===== config.mk =====
export PLATFORM = sky130hd
export DESIGN_NAME = dpll_ctrl_div_flat
export DESIGN_NICKNAME = d
export VERILOG_FILES = /design/src/rtl/dpll_ctrl_div_pkg.sv /design/src/rtl/dpll_ctrl_div_if.sv /design/src/rtl/dpll_ctrl_div_rw_filter.sv /design/src/rtl/dpll_ctrl_div.sv /design/src/flat_wrapper.sv
export SDC_FILE = /design/constraint.sdc
export NUM_CORES = 1
export LEC_CHECK = 0
export BUFFER_PORTS_ARGS = -buffer_cell sky130_fd_sc_hd__buf_2
export CORE_MARGIN = 3
export CORE_UTILIZATION = 62
export CTS_CLUSTER_SIZE = 10
export DETAILED_ROUTE_END_ITERATION = 7
export PLACE_DENSITY = 0.8
export SLEW_MARGIN = 20
export SYNTH_ARGS = -nofsm -noshare
export SYNTH_HDL_FRONTEND = slang
export SYNTH_SLANG_ARGS = --single-unit

===== constraint.sdc =====
create_clock -name clk32 -period 4.82 [get_ports clk32]
set_clock_uncertainty 0.15 [all_clocks]
set_input_delay 0.723 -clock clk32 [delete_from_list [all_inputs] [get_ports clk32]]
set_output_delay 0.723 -clock clk32 [all_outputs]
set_load 0.02 [all_outputs]

===== src/rtl/dpll_ctrl_div_pkg.sv =====
`default_nettype none
// ============================================================================
//  Module      : dpll_ctrl_div_pkg
//  Description : Shared defaults, width helpers and correction encoding for the
//                bit-sync DPLL controllable divider.
//  Revision    : 1.0 - initial release
// ============================================================================
package dpll_ctrl_div_pkg;

   // Default loop configuration shared with phase detector / demod timing
   localparam int DEF_DIV_N    = 32;
   localparam int DEF_FILT_K   = 8;
   localparam int DEF_LOCK_SYM = 64;

   // Correction applied at a symbol boundary
   typedef enum logic [1:0] {
      CORR_NONE = 2'd0,
      CORR_RET  = 2'd1,
      CORR_ADV  = 2'd2
   } corr_e;

   // Signed filter width able to hold +/-k
   function automatic int rw_width(input int k);
      return $clog2(k + 1) + 1;
   endfunction

   // Phase counter width for a period of n ticks
   function automatic int cnt_width(input int n);
      return (n > 1) ? $clog2(n) : 1;
   endfunction

endpackage
`default_nettype wire


===== src/rtl/dpll_ctrl_div_if.sv =====
`default_nettype none
// ============================================================================
//  Module      : dpll_ctrl_div_if
//  Description : Phase-detector pulses in, recovered sync clocks / strobe /
//                lock status out.
//  Revision    : 1.0 - initial release
// ============================================================================
interface dpll_ctrl_div_if;

   logic pd_bef;
   logic pd_aft;
   logic clk_i;
   logic clk_q;
   logic clk_sym;
   logic locked;

   // Phase-detector / consumer side
   modport master (
      output pd_bef, pd_aft,
      input  clk_i, clk_q, clk_sym, locked
   );

   // Divider side
   modport slave (
      input  pd_bef, pd_aft,
      output clk_i, clk_q, clk_sym, locked
   );

endinterface
`default_nettype wire


===== src/rtl/dpll_ctrl_div_rw_filter.sv =====
`default_nettype none
// ============================================================================
//  Module      : dpll_rw_filter
//  Description : Random-walk loop filter. Integrates lead/lag pulses and emits
//                a one-cycle retard/advance request when |rw| reaches FILT_K.
//  Revision    : 1.0 - initial release
// ============================================================================
module dpll_rw_filter
   import dpll_ctrl_div_pkg::*;
#(
   parameter int FILT_K = DEF_FILT_K
) (
   input  wire logic clk32,
   input  wire logic rst,
   input  wire logic pd_bef_i,
   input  wire logic pd_aft_i,
   output logic      ret_req_o,
   output logic      adv_req_o
);

   localparam int RW_W = rw_width(FILT_K);
   localparam logic signed [RW_W-1:0] C_POS_EDGE = RW_W'(FILT_K - 1);
   localparam logic signed [RW_W-1:0] C_NEG_EDGE = RW_W'(-(FILT_K - 1));
   localparam logic signed [RW_W-1:0] C_ONE      = RW_W'(1);

   logic signed [RW_W-1:0] rw_q, rw_d;
   logic                   ret_q, ret_d;
   logic                   adv_q, adv_d;

   // Next filter value; a step onto +/-FILT_K resets to 0 and raises a request
   always_comb begin
      rw_d  = rw_q;
      ret_d = 1'b0;
      adv_d = 1'b0;
      if (pd_bef_i && !pd_aft_i) begin
         if (rw_q == C_POS_EDGE) begin
            rw_d  = '0;
            ret_d = 1'b1;
         end else begin
            rw_d  = rw_q + C_ONE;
         end
      end else if (pd_aft_i && !pd_bef_i) begin
         if (rw_q == C_NEG_EDGE) begin
            rw_d  = '0;
            adv_d = 1'b1;
         end else begin
            rw_d  = rw_q - C_ONE;
         end
      end
   end

   // Filter state and registered request pulses
   always_ff @(posedge clk32 or posedge rst) begin
      if (rst) begin
         rw_q  <= '0;
         ret_q <= 1'b0;
         adv_q <= 1'b0;
      end else begin
         rw_q  <= rw_d;
         ret_q <= ret_d;
         adv_q <= adv_d;
      end
   end

   assign ret_req_o = ret_q;
   assign adv_req_o = adv_q;

endmodule
`default_nettype wire


===== src/rtl/dpll_ctrl_div.sv =====
`default_nettype none
// ============================================================================
//  Module      : dpll_ctrl_div
//  Description : Controllable divider of the bit-sync DPLL. Holds pending
//                corrections, the symbol phase counter, registered sync clocks
//                and the lock detector.
//  Revision    : 1.0 - initial release
// ============================================================================
module dpll_ctrl_div
   import dpll_ctrl_div_pkg::*;
#(
   parameter int DIV_N    = DEF_DIV_N,
   parameter int FILT_K   = DEF_FILT_K,
   parameter int LOCK_SYM = DEF_LOCK_SYM
) (
   input  wire logic       clk32,
   input  wire logic       rst,
   dpll_ctrl_div_if.slave  bus
);

   localparam int CNT_W = cnt_width(DIV_N);
   localparam int LK_W  = $clog2(LOCK_SYM + 1);
   localparam logic [CNT_W-1:0] C_LAST = CNT_W'(DIV_N - 1);
   localparam logic [CNT_W-1:0] C_HALF = CNT_W'(DIV_N / 2);
   localparam logic [CNT_W-1:0] C_ONE  = CNT_W'(1);
   localparam logic [LK_W-1:0]  C_LOCK = LK_W'(LOCK_SYM);
   localparam logic [LK_W-1:0]  C_LK1  = LK_W'(1);

   logic             ret_req, adv_req;
   logic             boundary;
   corr_e            corr;
   logic             ret_keep, adv_keep;

   logic [CNT_W-1:0] cnt_q, cnt_d;
   logic             hold_q, hold_d;       // extra cycle at DIV_N-1 in progress
   logic             skip_q, skip_d;       // cnt reached 1 by skipping 0
   logic             pend_ret_q, pend_ret_d;
   logic             pend_adv_q, pend_adv_d;
   logic [LK_W-1:0]  lock_cnt_q, lock_cnt_d;
   logic             clk_i_q, clk_i_d;
   logic             clk_q_q, clk_q_d;
   logic             clk_sym_q, clk_sym_d;
   logic             locked_q, locked_d;

   dpll_rw_filter #(
      .FILT_K   (FILT_K)
   ) u_filt (
      .clk32    (clk32),
      .rst      (rst),
      .pd_bef_i (bus.pd_bef),
      .pd_aft_i (bus.pd_aft),
      .ret_req_o(ret_req),
      .adv_req_o(adv_req)
   );

   // Symbol boundary decision: at most one correction, never during a hold
   always_comb begin
      boundary = (cnt_q == C_LAST) && !hold_q;
      corr     = CORR_NONE;
      if (boundary && pend_ret_q)
         corr = CORR_RET;
      else if (boundary && pend_adv_q)
         corr = CORR_ADV;
   end

   // Phase counter, pending requests and lock counter next state
   always_comb begin
      // counter: hold repeats DIV_N-1, advance jumps straight to 1
      cnt_d  = cnt_q + C_ONE;
      if (hold_q)
         cnt_d = '0;
      else if (boundary)
         case (corr)
            CORR_RET: cnt_d = cnt_q;
            CORR_ADV: cnt_d = C_ONE;
            default:  cnt_d = '0;
         endcase
      hold_d = (corr == CORR_RET);
      skip_d = (corr == CORR_ADV);

      // pending: applied request clears; opposite requests annihilate
      ret_keep   = pend_ret_q && (corr != CORR_RET);
      adv_keep   = pend_adv_q && (corr != CORR_ADV);
      pend_ret_d = ret_keep;
      pend_adv_d = adv_keep;
      if (ret_req) begin
         if (adv_keep) pend_adv_d = 1'b0;
         else          pend_ret_d = 1'b1;
      end else if (adv_req) begin
         if (ret_keep) pend_ret_d = 1'b0;
         else          pend_adv_d = 1'b1;
      end

      // lock: count clean boundaries, restart on any applied correction
      lock_cnt_d = lock_cnt_q;
      if (boundary) begin
         if (corr != CORR_NONE)
            lock_cnt_d = '0;
         else if (lock_cnt_q != C_LOCK)
            lock_cnt_d = lock_cnt_q + C_LK1;
      end

      // outputs follow cnt with one cycle of latency
      clk_i_d   = (cnt_q < C_HALF);
      clk_q_d   = !(cnt_q < C_HALF);
      clk_sym_d = ((cnt_q == '0) && !hold_q) || ((cnt_q == C_ONE) && skip_q);
      locked_d  = (lock_cnt_d == C_LOCK);
   end

   // Divider state and registered outputs
   always_ff @(posedge clk32 or posedge rst) begin
      if (rst) begin
         cnt_q      <= '0;
         hold_q     <= 1'b0;
         skip_q     <= 1'b0;
         pend_ret_q <= 1'b0;
         pend_adv_q <= 1'b0;
         lock_cnt_q <= '0;
         clk_i_q    <= 1'b0;
         clk_q_q    <= 1'b0;
         clk_sym_q  <= 1'b0;
         locked_q   <= 1'b0;
      end else begin
         cnt_q      <= cnt_d;
         hold_q     <= hold_d;
         skip_q     <= skip_d;
         pend_ret_q <= pend_ret_d;
         pend_adv_q <= pend_adv_d;
         lock_cnt_q <= lock_cnt_d;
         clk_i_q    <= clk_i_d;
         clk_q_q    <= clk_q_d;
         clk_sym_q  <= clk_sym_d;
         locked_q   <= locked_d;
      end
   end

   assign bus.clk_i   = clk_i_q;
   assign bus.clk_q   = clk_q_q;
   assign bus.clk_sym = clk_sym_q;
   assign bus.locked  = locked_q;

endmodule
`default_nettype wire

===== src/flat_wrapper.sv =====
// flat-port wrapper written by rule: the top's interface ports become plain ports
module dpll_ctrl_div_flat import dpll_ctrl_div_pkg::*;
#(
   parameter int DIV_N    = DEF_DIV_N,
   parameter int FILT_K   = DEF_FILT_K,
   parameter int LOCK_SYM = DEF_LOCK_SYM
)
  (clk32, rst, bus_pd_bef, bus_pd_aft, bus_clk_i, bus_clk_q, bus_clk_sym, bus_locked);
  dpll_ctrl_div_if bus_i ();
  input  wire logic clk32;
  input  wire logic rst;
  input wire logic [$bits(bus_i.pd_bef)-1:0] bus_pd_bef;
  input wire logic [$bits(bus_i.pd_aft)-1:0] bus_pd_aft;
  output wire logic [$bits(bus_i.clk_i)-1:0] bus_clk_i;
  output wire logic [$bits(bus_i.clk_q)-1:0] bus_clk_q;
  output wire logic [$bits(bus_i.clk_sym)-1:0] bus_clk_sym;
  output wire logic [$bits(bus_i.locked)-1:0] bus_locked;
  assign bus_i.pd_bef = bus_pd_bef;
  assign bus_i.pd_aft = bus_pd_aft;
  assign bus_clk_i = bus_i.clk_i;
  assign bus_clk_q = bus_i.clk_q;
  assign bus_clk_sym = bus_i.clk_sym;
  assign bus_locked = bus_i.locked;
  dpll_ctrl_div #(.DIV_N(DIV_N), .FILT_K(FILT_K), .LOCK_SYM(LOCK_SYM)) u_core (.clk32(clk32), .rst(rst), .bus(bus_i));
endmodule

==> results of run 1 <==
-- critical path, stage by stage, from the launching register on --
cell	delay, ns
dfrtp_1	0.45
ha_1	0.20
and3_1	0.16
ha_1	0.44
nor2b_1	0.57
a31oi_1	0.17
a221oi_1	0.32
a211oi_2	0.08
-- report_power, final --
group | switching (W) | total [W] | internal (W)
clock network | 0.0000689 | 0.000101 | 0.0000326
registers | 0.0000952 | 0.000384 | 0.000289
logic | 0.000166 | 0.000303 | 0.000137
-- through the flow --
stage	worst slack, ns	power [W]	std cells	hold WS (ns)	utilization
6_report	2.173	0.0007891	202	0.2955	0.7113
2_1_floorplan	2.720	0.0006117	171	0.2681	-
4_1_cts	2.198	0.0007899	202	0.3434	0.7113
3_3_place_gp	2.365	0.0006624	198	0.2910	0.6999
5_1_grt	1.941	0.0008655	202	0.3487	0.7113
3_5_place_dp	2.197	0.0006911	198	0.3235	0.6999
-- kinds of logic (layout without fill, tap and decap cells) --
| group | after synthesis | count (layout) | share of synthesized area |
|---|---|---|---|
| compound gates | 38 | 38 | 0.1605 |
| xor+xnor | 6 | 6 | 0.03289 |
| fa+ha+maj | 11 | 11 | 0.08614 |
| buf+inv | 21 | 24 | 0.05873 |
| flops | 27 | 27 | 0.4229 |
| mux | 2 | 2 | 0.01331 |
| simple gates | 66 | 66 | 0.2255 |
-- synth_stat cells, types with 2 or more instances --
cell type  count  area, µm²
o31ai_1        4      30.03
dfrtp_1       27      675.7
nand2b_1       4      25.02
a22oi_1        2      15.01
buf_6          2      22.52
ha_1          11      137.6
nor3_1         6      30.03
nand4_1        2      12.51
nand2_1       10      37.54
a21oi_1        9      45.04
nor4_1         3      18.77
o21ai_0        8      40.04
nand4b_1       2      17.52
nor2_1        14      52.55
inv_1         13      48.80
or4_1          2      15.01
a31oi_1        3      18.77
clkbuf_1       6      22.52
xor2_1         5      43.79
nor2b_1        5      31.28
nand3_1        7      35.03
and3_1         2      12.51
a311oi_1       2      17.52
and2_1         2      12.51
-- flip-flops by register name (all words and copies together) (netlist names) --
name                     cells
u_core.bus.clk_i             1
u_core.bus.clk_q             1
u_core.bus.clk_sym           1
u_core.bus.locked            1
u_core.cnt_q                 5
u_core.hold_q                1
u_core.lock_cnt_q            7
u_core.pend_adv_q            1
u_core.pend_ret_q            1
u_core.skip_q                1
u_core.u_filt.adv_req_o      1
u_core.u_filt.ret_req_o      1
u_core.u_filt.rw_q           5
-- routing by layer --
| metal | part of all wire | routed length, µm |
|---|---|---|
| met4 | 0.023 | 72 |
| met3 | 0.035 | 108 |
| met1 | 0.45 | 1410 |
| met5 | 0 | 0 |
| met2 | 0.49 | 1508 |
-- worst min-delay path by stage --
stage	startpoint	endpoint	slack [ns]	cells past startpoint
after detailed placement	u_core.u_filt.ret_req_o	u_core.pend_adv_q	0.32	1
after global routing	rst	u_core.lock_cnt_q[2]	0.35	2
final	rst	u_core.u_filt.rw_q[4]	0.30	2
after CTS	u_core.u_filt.ret_req_o	u_core.pend_adv_q	0.34	1
after global placement	u_core.cnt_q[4]	u_core.bus.clk_q	0.29	0
after floorplan	u_core.cnt_q[4]	u_core.bus.clk_q	0.27	0
-- cell type report --
class                   instances  area [µm²]  share of cell area
flip-flops and latches         27       675.6              0.4097
well taps                      28       35.03             0.02124
clock buffers                   4       26.28             0.01593
multi-input cells             123       828.3              0.5023
repair buffers                  7       35.03             0.02124
inverters                      13       48.80             0.02959
==> metrics.txt, run 1 <==
# clock sinks=27; Pleak=0.7700 nW; met3 Track Usage GR=0.02299; Starting Density=0.6892; drt total wl=3100 µm; # fillers=178; core area=2318 µm²; main flop type after synthesis=dfrtp_1; Max Buffers Root-to-Sink=2; post-synthesis sequential area ratio=0.4229; Worst Path Arrival=2.72 ns; routed len/inst=15.35 µm; GRT Residual Overflow=0; Most Used Layer, Global Route=met2; DRT antenna net count=0; Max FO, Critical Path=13; hold_buf cts=0; Req. time, crit path=4.89 ns; DR vias/cell=6.238; crit path capture=u_core.bus.locked; maximum VDD drop=405.1 µV; worst r2r path cells=7; highest-count cells in the layout ignoring fill and taps=dfrtp_1, nor2_1, inv_1; TritonCTS clock tree=yes; relative slew slack=0.3755; crit end category=register; number of setup buffers added after CTS=0; GR Util met2=0.3515; Setup CP Type=reg2reg; RSZ-0062 raised after global routing=no; # nets final=190; cells after synthesis=171; synth warn=0; Cell Pwr Density=478.5 nW/µm²; Final Cell Area=1649 µm²; clk_lat worst skew=0.34 ns; synth unique cells=44; initial antenna violation count=0; vias in the first global route=1194; status=complete, no violations; Post-synth EDFFs=0; Worst setup SP type=register; Hold Crit Class=in2async; Placed Area=1623 µm²; Synth Cell Area=1598 µm²; Routability Congestion=0.8173; FP Rows=17; Root Buffer Master=clkbuf_4; fin. max-slew vios=0; Tightest Pin Transition=0.9310 ns; FF-to-FF setup slack=2.17 ns; post-route minimum period=2.647 ns; initial DRC count=50; n_diodes=0; Max Cap Violations=0; DPL Wire Length=2202 µm; port bufs=7; CTS H-tree depth=1; CTS resizes=0; Max Freq=377.7 MHz; Mean Syn Cell Area=9.344 µm²; Seq cells post-synth=27; Syn Nets=186; Num CTS Buffers=3; period utilisation layout=0.5492; die area=3222 µm²; largest net degree at the start of global routing=28; Worst Setup SP=u_core.cnt_q[0]; GRT Overall Usage=0.2202; layout cells sized above 1=0.08046; die width=56.77 µm; Setup violations, final=0; drt pass-1 iters=4; Setup TNS=0 ns; DR vias=1260; die height=56.77 µm; ys async rst share=1.000; Final Hold Viols=0; first-pass GRT wire length=5582 µm; Reg clk slew, reported paths=0.15 ns; area growth from synthesis to layout=3.211%; worst flop-to-flop path endpoint=u_core.bus.locked; r2r startpoint=u_core.cnt_q[0]; DRC viols=0; routing usage on met1=0.2949; # IOs=8; most common cell after layout, fill and taps aside=dfrtp_1
No activity file was read; power rests on OpenSTA's default activity.
==> inputs of run 2 (changes only) <==
--- a/config.mk
+++ b/config.mk
@@ -6,11 +6,12 @@
 export NUM_CORES = 1
 export LEC_CHECK = 0
 export BUFFER_PORTS_ARGS = -buffer_cell sky130_fd_sc_hd__buf_2
+export CORE_ASPECT_RATIO = 0.5
 export CORE_MARGIN = 3
-export CORE_UTILIZATION = 62
+export CORE_UTILIZATION = 60
 export CTS_CLUSTER_SIZE = 10
 export DETAILED_ROUTE_END_ITERATION = 7
-export PLACE_DENSITY = 0.8
+export PLACE_DENSITY = 0.78
 export SLEW_MARGIN = 20
 export SYNTH_ARGS = -nofsm -noshare
 export SYNTH_HDL_FRONTEND = slang
==> constraint.sdc (replaced) <==
create_clock -name clk32 -period 2.5 [get_ports clk32]
set_clock_uncertainty 0.15 [all_clocks]
set_input_delay 0.375 -clock clk32 [delete_from_list [all_inputs] [get_ports clk32]]
set_output_delay 0.375 -clock clk32 [all_outputs]
set_load 0.02 [all_outputs]
==> metrics.txt, run 2 (synthesized netlist as in run 1, its figures left out) <==
n_diodes=0; Routability Congestion=0.8748; Tightest Pin Transition=0.4363 ns; critical path's top delay family=simple AND/OR/NAND/NOR gates; Max stage delay on crit path=0.44 ns; # IOs=8; DR vias=1253; highest-count cells in the layout ignoring fill and taps=dfrtp_1, nor2_1, inv_1; WHS=0.3169 ns; # clock sinks=27; die area=3356 µm²; clk_lat worst skew=0.27 ns; crit-path cells=ha_1, and3_1, ha_1, nor2b_1, buf_4, nand4_1, xor2_1, nor2_1; Pleak=0.8014 nW; Setup TNS=0 ns; TritonCTS clock tree=yes; Num CTS Buffers=3; Max FO, Critical Path=7; initial antenna violation count=0; WP buf/inv=1; Worst Path Arrival=2.25 ns; first-pass GRT wire length=5195 µm; vias in the first global route=1127; Sequential cell area=675.6 µm²; drt pass-1 iters=5; largest net degree at the start of global routing=28; # nets final=194; FP Rows=12; maximum VDD drop=488.4 µV; initial DRC count=68; # fillers=177; Setup CP Type=reg2reg; Final Hold Viols=0; status=complete, no violations; most common cell after layout, fill and taps aside=dfrtp_1; GRT Residual Overflow=0; Most common cell on crit path=ha_1; area growth from synthesis to layout=6.970%; Reg clk slew, reported paths=0.09 ns; fin. max-slew vios=0; port bufs=7; period utilisation layout=0.8988; max reg flops=7; crit end category=register; Hold Crit Class=reg2reg; leading registers by flop count=u_core.lock_cnt_q x7, u_core.cnt_q x5, u_core.u_filt.rw_q x5; die height=42.49 µm; CTS H-tree depth=1; Max Cap Violations=0; Max Buffers Root-to-Sink=2; DRC viols=0; layout cells sized above 1=0.09551; RSZ-0062 raised after global routing=no; Starting Density=0.6735; Root Buffer Master=clkbuf_8; routed len/inst=13.54 µm; DPL Wire Length=2031 µm; number of setup buffers added after CTS=0; DRT antenna net count=0; die width=78.98 µm; post-route minimum period=2.247 ns; Multi-input gate area=828.3 µm²; relative slew slack=0.7091; DR vias/cell=5.883; core area=2372 µm²; drt total wl=2883 µm; Max Freq=445.0 MHz; Cell Pwr Density=917.4 nW/µm²; Req. time, crit path=2.51 ns; Worst setup SP type=register; Worst path slowest cell=dfrtp_1; GRT Overall Usage=0.1971; Setup violations, final=0; most flop-heavy register=u_core.lock_cnt_q
[run 2: cell types whose count changed in the layout (fill, tap and decap cells not counted)]
cell	change
clkbuf_4	-3
clkbuf_8	+3
buf_4	+3
clkinv_1	-1
dlygate4sd3_1	+1
inv_1	+1
[run 2: per-stage QoR]
step	total power [W]	instances	worst slack [ns]	cell area (µm²)	util
2_1_floorplan	0.001179	171	0.4000	1598	-
3_5_place_dp	0.001325	208	0.3046	1654	0.6973
4_1_cts	0.001574	213	0.2669	1709	0.7205
3_3_place_gp	0.001300	208	0.3629	1654	0.6973
6_report	0.001568	213	0.2530	1709	0.7205
5_1_grt	0.001712	213	0.03368	1709	0.7205
[run 2: path summary, 6_finish.rpt]
check / end / start / slack [ns] / depth (start not counted)
max: u_core.lock_cnt_q[4] / u_core.cnt_q[0] / 0.25 / 8
min: u_core.pend_adv_q / u_core.u_filt.ret_req_o / 0.32 / 1
max reg2reg: u_core.lock_cnt_q[4] / u_core.cnt_q[0] / 0.25 / 8
min reg2reg: u_core.pend_adv_q / u_core.u_filt.ret_req_o / 0.32 / 1
max in group asynchronous: u_core.lock_cnt_q[6] / rst / 1.40 / 4
min in group asynchronous: u_core.u_filt.ret_req_o / rst / 0.54 / 4
[run 2: timing repair]
| item | 4_1_cts | 5_1_grt |
|---|---|---|
| gates resized for setup | 0 | 0 |
| endpoints found under the hold margin | 4 | 0 |
| hold buffers | 1 | 0 |
[run 2: power by group]
group          internal, W  leakage [nW]  switching (W)
combinational     0.000272         0.431       0.000315
sequential        0.000559         0.347       0.000175
clock             0.000114        0.0228       0.000133
[run 2: area by class of cell]
cell class | count | share of cell area
Tap cell | 35 | 0.02562
Sequential cell | 27 | 0.3953
Timing Repair Buffer | 11 | 0.03953
Multi-Input combinational cell | 123 | 0.4846
Clock buffer | 4 | 0.02635
Inverter | 13 | 0.02855
[run 2: metal layers]
metal,GRT usage,part of all wire,vias to the layer above,wire length [µm]
met3,0.05150,0.047,7,135
met4,0.04795,0.011,0,31
met5,0,0,-,0
met2,0.3177,0.45,28,1305
li1,-,-,620,-
met1,0.2658,0.49,598,1411
==> inputs of run 3 (changes only) <==
--- a/config.mk
+++ b/config.mk
@@ -7,7 +7,6 @@
 export LEC_CHECK = 0
 export BUFFER_PORTS_ARGS = -buffer_cell sky130_fd_sc_hd__buf_2
 export CORE_ASPECT_RATIO = 0.5
-export CORE_MARGIN = 3
 export CORE_UTILIZATION = 60
 export CTS_CLUSTER_SIZE = 10
 export DETAILED_ROUTE_END_ITERATION = 7
==> constraint.sdc (replaced) <==
create_clock -name clk32 -period 2.5 [get_ports clk32]
set_clock_uncertainty 0.15 [all_clocks]
set_input_delay 0.25 -clock clk32 [delete_from_list [all_inputs] [get_ports clk32]]
set_output_delay 0.25 -clock clk32 [all_outputs]
set_load 0.02 [all_outputs]
==> metrics.txt, run 3 (synthesized netlist as in run 1, its figures left out) <==
r2r startpoint=u_core.cnt_q[0]; first-pass GRT wire length=5057 µm; Max Freq=440.8 MHz; Starting Density=0.6778; initial DRC count=79; DR vias=1289; Most Used Layer, Global Route=met2; # clock sinks=27; Placed Area=1654 µm²; core area=2357 µm²; Final Cell Area=1709 µm²; number of setup buffers added after CTS=0; # fillers=196; RSZ-0062 raised after global routing=no; DRC viols=0; Tightest Pin Transition=0.4478 ns; Setup TNS=0 ns; DR vias/cell=6.052; WHS=0.1849 ns; highest-count cells in the layout ignoring fill and taps=dfrtp_1, nor2_1, inv_1; DPL Wire Length=2159 µm; Req. time, crit path=2.50 ns; met3 Track Usage GR=0.06579; die height=38.49 µm; fin. max-slew vios=0; area growth from synthesis to layout=6.970%; GRT Overall Usage=0.2488; Routability Congestion=0.8711; period utilisation layout=0.9075; routed len/inst=14.41 µm; GR Util met2=0.4144; GRT Residual Overflow=0; die area=2886 µm²; Final Hold Viols=0; most common cell after layout, fill and taps aside=dfrtp_1; drt pass-1 iters=4; post-route minimum period=2.269 ns; Hold Startpoint=bus_pd_aft; Max Cap Violations=0; TritonCTS clock tree=yes; relative slew slack=0.7015; largest net degree at the start of global routing=28; initial antenna violation count=0; # IOs=8; leading registers by flop count=u_core.lock_cnt_q x7, u_core.cnt_q x5, u_core.u_filt.rw_q x5; Setup CP Type=reg2reg; Num CTS Buffers=3; most flop-heavy register=u_core.lock_cnt_q; Hold Crit Class=in2reg; Root Buffer Master=clkbuf_8; die width=74.98 µm; Finished Layout Cells=213; # nets final=194; clk_lat worst skew=0.27 ns; layout cells sized above 1=0.09551; Max Buffers Root-to-Sink=2; Cell Pwr Density=926.9 nW/µm²; Max FO, Critical Path=7; maximum VDD drop=595.9 µV; Setup violations, final=0; n_diodes=0; Total Power=0.001584 W; FP Rows=12; Worst Setup SP=u_core.cnt_q[0]; CTS H-tree depth=1; Reg clk slew, reported paths=0.09 ns; drt total wl=3070 µm; vias in the first global route=1183; routing usage on met1=0.2965; Worst setup SP type=register; crit end category=register; max reg flops=7; port bufs=7; DRT antenna net count=0; Worst Path Arrival=2.27 ns; Placed Cells=208; Pleak=0.8014 nW; status=complete, no violations
## run 3: area by class of cell
type                       count  area [µm²]  area share
timing repair buffer          11       67.56     0.03953
tap                           35       43.79     0.02562
multi-input combinational    123       828.3      0.4846
sequential                    27       675.6      0.3953
clock buffer                   4       45.04     0.02635
inverter                      13       48.80     0.02855
## run 3: worst paths after layout
| path | endpoint | slack (ns) | depth (start not counted) |
|---|---|---|---|
| max | u_core.bus.locked | 0.23 | 7 |
| min | u_core.u_filt.adv_req_o | 0.18 | 3 |
| max reg2reg | u_core.bus.locked | 0.23 | 7 |
| min reg2reg | u_core.bus.clk_q | 0.34 | 0 |
| max in group asynchronous | u_core.cnt_q[2] | 1.51 | 4 |
| min in group asynchronous | u_core.u_filt.adv_req_o | 0.43 | 4 |
## run 3: worst max-delay path: stages, from the launching register on
cell      delay (ns)
dfrtp_1         0.44
ha_1            0.21
and3_1          0.16
ha_1            0.24
nor2b_1         0.40
a31oi_1         0.16
a221oi_1        0.30
a211oi_2        0.08
## run 3: repair_timing
action / 4_1_cts / 5_1_grt
hold buffers: 1 / 0
endpoints found under the hold margin: 27 / 0
resized for setup: 0 / 0
## run 3: metal layers
layer | up-vias | part of all wire
met4 | 0 | 0.016
li1 | 625 | -
met1 | 606 | 0.45
met2 | 50 | 0.47
met3 | 8 | 0.063
met5 | - | 0
## run 3: per-stage QoR
stage	utilization	setup slack [ns]
6_report	0.7251	0.2313
5_1_grt	0.7251	0.09320
4_1_cts	0.7251	0.2531
3_5_place_dp	0.7017	0.2798
3_3_place_gp	0.7017	0.3683
2_1_floorplan	-	0.4000
## run 3: power breakdown
group	total (W)	switching (W)	internal (W)	leakage, nW
combinational	0.000599	0.000328	0.000271	0.431
clock	0.000246	0.000132	0.000114	0.0228
sequential	0.000739	0.000181	0.000559	0.347
total	0.00158	0.000640	0.000944	0.801
